$ cat src/rtl/fde_pkg.sv
// ----------------------------------------------------------------------------
// fde_pkg
//   Shared definitions for the writeback stage: field positions inside the
//   71-bit EX_WB bundle and the writeback state encoding.
//   Bundle layout: [31:0] wdata, [63:32] pc, [68:64] dest, [69] branch,
//   [70] writeback enable.
// ----------------------------------------------------------------------------
package fde_pkg;

  localparam int EXWB_W    = 71;
  localparam int WDATA_LSB = 0;
  localparam int PC_LSB    = 32;
  localparam int DEST_LSB  = 64;
  localparam int BR_BIT    = 69;
  localparam int WE_BIT    = 70;

  typedef enum logic [1:0] {
    IDLE     = 2'd0,
    REDIRECT = 2'd1,
    FLUSH    = 2'd2
  } wb_state_t;

endpackage

$ cat src/rtl/wb_regfile.sv
// ----------------------------------------------------------------------------
// wb_regfile
//   32x32 general register file: one synchronous write port, two
//   combinational read ports. r0 is never written and always reads zero.
//   All registers clear on the asynchronous active-low reset.
//
//   Optional macro WB_BYPASS_EN: when defined, a read port whose address
//   matches the write committing this cycle returns the write data directly;
//   otherwise the port returns the stored (pre-write) value.
//
// Ports
//   clock, reset_n     : clock and asynchronous active-low reset
//   we, waddr, wdata   : write port (waddr = 0 is ignored)
//   rs_addr / rs_data  : read port A
//   rt_addr / rt_data  : read port B
// ----------------------------------------------------------------------------
module wb_regfile #(
  parameter int RF_DEPTH = 32
) (
  input  logic        clock,
  input  logic        reset_n,
  input  logic        we,
  input  logic [4:0]  waddr,
  input  logic [31:0] wdata,
  input  logic [4:0]  rs_addr,
  input  logic [4:0]  rt_addr,
  output logic [31:0] rs_data,
  output logic [31:0] rt_data
);

  // Flop-based storage: the whole file must clear on reset, so this cannot
  // be mapped to a block RAM.
  logic [31:0] rf_q [RF_DEPTH];

  always_ff @(posedge clock or negedge reset_n) begin
    if (!reset_n) begin
      for (int i = 0; i < RF_DEPTH; i++) begin
        rf_q[i] <= '0;
      end
    end else if (we && (waddr != 5'd0)) begin
      rf_q[waddr] <= wdata;
    end
  end

  // Two identical read ports; port 0 is rs, port 1 is rt.
  genvar gi;
  generate
    for (gi = 0; gi < 2; gi++) begin : g_rd
      logic [4:0]  addr;
      logic [31:0] data;

      assign addr = (gi == 0) ? rs_addr : rt_addr;

      always_comb begin
        data = (addr == 5'd0) ? 32'd0 : rf_q[addr];
`ifdef WB_BYPASS_EN
        if (we && (waddr != 5'd0) && (addr == waddr)) begin
          data = wdata;
        end
`endif
      end
    end
  endgenerate

  assign rs_data = g_rd[0].data;
  assign rt_data = g_rd[1].data;

endmodule

$ cat src/rtl/wb_stage.sv
// ----------------------------------------------------------------------------
// wb_stage
//   Writeback stage. Commits EX_WB entries into the register file, counts
//   retired entries, turns branch-flagged entries into a held redirect
//   request to fetch, and squashes FLUSH_DEPTH valid wrong-path entries once
//   the redirect has been acknowledged.
//
//   Optional macro WB_BYPASS_EN (see wb_regfile): same-cycle write-to-read
//   forwarding on both decode read ports.
//
// Ports
//   clock, reset_n            : clock and asynchronous active-low reset
//   ex_wb, ex_wb_valid        : incoming bundle and its valid qualifier
//   rs_addr/rs_data,
//   rt_addr/rt_data           : decode read ports
//   redirect_req, redirect_pc : held redirect request towards fetch
//   redirect_ack              : fetch has taken redirect_pc
//   wb_stall                  : upstream must hold while a redirect is open
//   retire_count              : committed (non-squashed) entries, wrapping
// ----------------------------------------------------------------------------
module wb_stage
  import fde_pkg::*;
#(
  parameter int FLUSH_DEPTH = 2,
  parameter int RF_DEPTH    = 32
) (
  input  logic              clock,
  input  logic              reset_n,
  input  logic [EXWB_W-1:0] ex_wb,
  input  logic              ex_wb_valid,
  input  logic [4:0]        rs_addr,
  input  logic [4:0]        rt_addr,
  output logic [31:0]       rs_data,
  output logic [31:0]       rt_data,
  output logic              redirect_req,
  output logic [31:0]       redirect_pc,
  input  logic              redirect_ack,
  output logic              wb_stall,
  output logic [31:0]       retire_count
);

  localparam logic [3:0] FLUSH_INIT = 4'(FLUSH_DEPTH);

  // Bundle fields
  logic [31:0] in_wdata;
  logic [31:0] in_pc;
  logic [4:0]  in_dest;
  logic        in_br;
  logic        in_we;

  assign in_wdata = ex_wb[WDATA_LSB +: 32];
  assign in_pc    = ex_wb[PC_LSB +: 32];
  assign in_dest  = ex_wb[DEST_LSB +: 5];
  assign in_br    = ex_wb[BR_BIT];
  assign in_we    = ex_wb[WE_BIT];

  wb_state_t   state_q, state_d;
  logic [3:0]  flush_cnt_q, flush_cnt_d;
  logic [31:0] retire_q, retire_d;
  logic [31:0] redirect_pc_q, redirect_pc_d;
  logic        redirect_req_q, redirect_req_d;
  logic        wb_stall_q, wb_stall_d;

  logic accept;
  logic commit;
  logic rf_we;

  // Entries are ignored while a redirect is open; accepted entries in FLUSH
  // are squashed, so only IDLE acceptance commits.
  assign accept = ex_wb_valid && (state_q != REDIRECT);
  assign commit = accept && (state_q == IDLE);
  assign rf_we  = commit && in_we && (in_dest != 5'd0);

  // State register and datapath flops
  always_ff @(posedge clock or negedge reset_n) begin
    if (!reset_n) begin
      state_q        <= IDLE;
      flush_cnt_q    <= '0;
      retire_q       <= '0;
      redirect_pc_q  <= '0;
      redirect_req_q <= 1'b0;
      wb_stall_q     <= 1'b0;
    end else begin
      state_q        <= state_d;
      flush_cnt_q    <= flush_cnt_d;
      retire_q       <= retire_d;
      redirect_pc_q  <= redirect_pc_d;
      redirect_req_q <= redirect_req_d;
      wb_stall_q     <= wb_stall_d;
    end
  end

  // Next-state logic
  always_comb begin
    state_d = state_q;
    case (state_q)
      IDLE: begin
        if (commit && in_br) begin
          state_d = REDIRECT;
        end
      end
      REDIRECT: begin
        if (redirect_req_q && redirect_ack) begin
          state_d = (FLUSH_DEPTH == 0) ? IDLE : FLUSH;
        end
      end
      FLUSH: begin
        // Only valid entries consume the squash budget.
        if (ex_wb_valid && (flush_cnt_q == 4'd1)) begin
          state_d = IDLE;
        end
      end
      default: state_d = IDLE;
    endcase
  end

  // Output / datapath logic
  always_comb begin
    flush_cnt_d    = flush_cnt_q;
    retire_d       = retire_q;
    redirect_pc_d  = redirect_pc_q;
    redirect_req_d = redirect_req_q;
    wb_stall_d     = wb_stall_q;
    case (state_q)
      IDLE: begin
        if (commit) begin
          retire_d = retire_q + 32'd1;
          if (in_br) begin
            redirect_pc_d  = in_pc;
            redirect_req_d = 1'b1;
            wb_stall_d     = 1'b1;
          end
        end
      end
      REDIRECT: begin
        if (redirect_req_q && redirect_ack) begin
          redirect_req_d = 1'b0;
          wb_stall_d     = 1'b0;
          flush_cnt_d    = FLUSH_INIT;
        end
      end
      FLUSH: begin
        if (ex_wb_valid && (flush_cnt_q != 4'd0)) begin
          flush_cnt_d = flush_cnt_q - 4'd1;
        end
      end
      default: begin
        flush_cnt_d = '0;
      end
    endcase
  end

  assign redirect_req = redirect_req_q;
  assign redirect_pc  = redirect_pc_q;
  assign wb_stall     = wb_stall_q;
  assign retire_count = retire_q;

  wb_regfile #(
    .RF_DEPTH (RF_DEPTH)
  ) u_regfile (
    .clock   (clock),
    .reset_n (reset_n),
    .we      (rf_we),
    .waddr   (in_dest),
    .wdata   (in_wdata),
    .rs_addr (rs_addr),
    .rt_addr (rt_addr),
    .rs_data (rs_data),
    .rt_data (rt_data)
  );

endmodule

$ cat config.mk
export PLATFORM = sky130hd
export DESIGN_NAME = wb_stage
export DESIGN_NICKNAME = d
export VERILOG_FILES = /design/src/rtl/fde_pkg.sv /design/src/rtl/wb_regfile.sv /design/src/rtl/wb_stage.sv
export SDC_FILE = /design/constraint.sdc
export NUM_CORES = 2
export LEC_CHECK = 0
export BUFFER_PORTS_ARGS = -buffer_cell sky130_fd_sc_hd__buf_2
export CORE_UTILIZATION = 55
export CTS_CLUSTER_SIZE = 14
export DETAILED_ROUTE_END_ITERATION = 16
export GPL_TIMING_DRIVEN = 0
export PLACE_DENSITY_LB_ADDON = 0.2
export SLEW_MARGIN = 20
export SYNTH_ARGS = -nofsm -noshare
export SYNTH_HDL_FRONTEND = slang
export SYNTH_SLANG_ARGS = --single-unit
export TNS_END_PERCENT = 30
$ cat constraint.sdc
create_clock -name clock -period 3.56 [get_ports clock]
set_clock_uncertainty 0.1 [all_clocks]
set_input_delay 0.356 -clock clock [delete_from_list [all_inputs] [get_ports clock]]
set_output_delay 0.356 -clock clock [all_outputs]
set_load 0.01 [all_outputs]
==> metrics.yaml <==
placement:
  dp_hpwl_um: 139000
  numPortBuffers: 206
  place_ws_ns: -1.070
  placedCellCount: 5335
  place_congestion: 0.9634
drt:
  drcViolationCount: 0
  num_vias: 39050
  dr.pass1.iters: 5
  antenna_left: 0
  drt-total-wl_um: 195500
  wl_per_cell_um: 34.78
  vias_per_cell: 6.950
  drt_iter0_markers: 4733
worst_setup_path:
  rr_startpoint: "state_q[0]"
  crit_fanout: 10
  critPathCaptureType: "flop"
  arrival_ns: 4.21
  cp-start-kind: "flop"
  path_class: "reg2reg"
  required_ns: 4.05
  crit_path_start: "state_q[0]"
logic_synthesis:
  yosys_warnings: 0
  synth_largest_area_cell: "dfrtp_1"
  synth_compound_area_frac: 0.02792
  postSynthAreaPerCell_um2: 15.27
  synth-seq-cells: 1095
  yosys.area_share.simple: 0.01653
  synth_ff_type: "dfrtp_1"
  synth_edf_count: 0
  synth_xor_area_frac: 0.004744
  synth_fa_ha_area_frac: 0.001530
  synth_top_area_frac: 0.4788
  synth_cell_types: 42
  synthMuxAreaShare: 0.4395
  synth_common_cells: "1132 x mux2_2, 1095 x dfrtp_1, 512 x mux4_2"
  synthArstFlopShare: 1.000
  synthesis.instances: 3748
  synthesis.nets: 3840
  syn_area_um2: 57230
  netlist_top_cells_area: "dfrtp_1 48%, mux2_2 22%, mux4_2 20%, clkbuf_1 1.5%, mux2i_1 1.5%"
  synth_most_common_cell: "mux2_2"
  seq_area_frac_synth: 0.4788
  synth_top_family_by_area: "multiplexers"
hold_path:
  worst_hold_path_type: "in2reg"
  holdCritStartpoint: "ex_wb[69]"
timing:
  finalWorstSetupSlack_ns: -0.1606
  slew_viol_final: 0
  rsz0062_at_grt: "yes"
  hold_ws_ns: 0.08982
  min_period_ns: 3.721
  setup_violations: 57
  hold_viol: 0
  maxSlewHeadroom: 0.1219
  max_freq_mhz: 268.8
  fin_crit_sh: 1.045
  tightest_slew_ns: 1.317
global_routing:
  busiest_layer: "met2"
  gr-total-overflow: 0
  antenna_found_initial: 10
  grtUsageMet1: 0.4900
  grt_pass1_wl_um: 280700
  grt_util_met2: 0.5464
  grt_max_degree: 121
  first_global_vias: 39770
  met3_usage: 0.1162
  grt_usage: 0.3736
clock_network:
  clkLatencyLatePin_ns: 0.71
  cts_root_buf: "clkbuf_16"
  cts_tree: "done"
  clock-sinks: 1095
  clockBufferDepth: 3
  cts-buffers-inserted: 117
  clk_pin_slew_ns: 0.06
  htreeDepth: 3
outcome:
  violations: "negative setup slack"
  outcome: "finished with violations"
finish:
  final_util: 0.6381
  drive_above_1_share: 0.5452
  instances_no_fill: 5619
  fillCellCount: 7582
  syn_to_final_growth_pct: 14.26
  nNetsFinal: 4248
pwr:
  max-vdd-ir-drop_mv: 0.4911
  power_leakage_nw: 30.16
  p_per_area_nw_per_um2: 543.2
floorplanning:
  die_area_um2: 105400
  start_util: 0.5585
  core_area_um2: 102500
  die_w_um: 324.6
  boundaryPins: 215
  std_cell_rows: 117
  die_h_um: 324.6
run:
  drv_cap: 0
-- placed cells by master, fill, tap and decap left out, types with 37 or more instances in the layout --
master / instances
clkbuf_16: 119
mux4_2: 512
nand2_1: 70
mux2_2: 1132
a22oi_1: 46
clkbuf_2: 38
buf_4: 37
a21oi_1: 81
dlygate4sd3_1: 67
buf_2: 329
clkbuf_1: 207
dfrtp_1: 1095
mux2i_1: 83
-- routing by layer --
layer / vias to the layer above / wire length [um]
li1: 15220 / -
met1: 20730 / 73110
met2: 2381 / 86590
met3: 709 / 21290
met4: 8 / 14330
met5: - / 140
-- repair_timing --
action / 4_1_cts / 5_1_grt
pin swaps: 2 / 1
hold buffers: 67 / 0
setup endpoints to repair: 553 / 312
gates resized for setup: 171 / 41
setup buffers: 2 / 1
endpoints found under the hold margin: 167 / 0
-- per-stage QoR --
stage | instance area (um2) | setup TNS (ns) | power [mW]
2_1_floorplan | 57230 | 0 | 20.31
3_3_place_gp | 59980 | - | 22.50
3_5_place_dp | 60330 | -86.01 | 22.79
4_1_cts | 65340 | -21.84 | 35.43
5_1_grt | 65390 | -3.385 | 36.65
6_report | 65390 | -4.257 | 35.52
-- kinds of logic (layout without fill, tap and decap cells) --
kind of cell               count (synthesis)  count (layout)
xor gates and xnor gates                  31              31
adders and majority gates                  7               7
and+or+nand+nor                          196             196
buffers and inverters                    421             921
AOI/OAI and AO/OA                        267             267
muxes                                   1731            1731
other                                      0               3
DFF                                     1095            1095
-- registers in the layout, indices dropped and copies added, names as in the netlist --
| name | flops |
|---|---|
| state_q | 2 |
| redirect_pc | 32 |
| retire_count | 32 |
| u_regfile.rf_q | 1024 |
| wb_stall | 1 |
| flush_cnt_q | 4 |
-- worst max-delay path, cell delays in order, from the launching register on --
cell and delay (ns):
dfrtp_1 0.39, inv_1 0.11, ha_1 0.30, nand3b_4 0.18
nor4b_4 0.65, nand4b_1 0.74, buf_1 0.66, mux2_2 0.45
-- worst paths after layout --
check / endpoint / slack, ns / depth (start not counted)
setup / recovery: u_regfile.rf_q[629] / -0.16 / 7
hold / removal: redirect_pc[1] / 0.09 / 3
min in group asynchronous: retire_count[23] / 0.10 / 2
max in group asynchronous: u_regfile.rf_q[713] / 0.51 / 7
hold reg to reg: retire_count[31] / 0.38 / 1
setup reg to reg: u_regfile.rf_q[629] / -0.16 / 7
-- where the power goes --
part           leakage, nW  switching (mW)  internal (mW)  total [mW]
clock                 1.96            5.17           7.48        12.7
sequential            15.0            1.43           14.4        15.9
combinational         13.2            3.18           3.83        7.01
-- cell type report --
cell class              count  area (um2)  share of cell area
inverters                   7       26.28           0.0004018
clock buffers             180        3567             0.05455
multi-input cells        2232       28240              0.4318
flip-flops and latches   1095       27400              0.4190
plain buffers             414        1984             0.03035
diodes                      3       7.507           0.0001148
well taps                1368        1712             0.02618
clock inverters            31       391.6            0.005989
repair buffers            289        2064             0.03157
No activity file was read; power rests on OpenSTA's default activity.
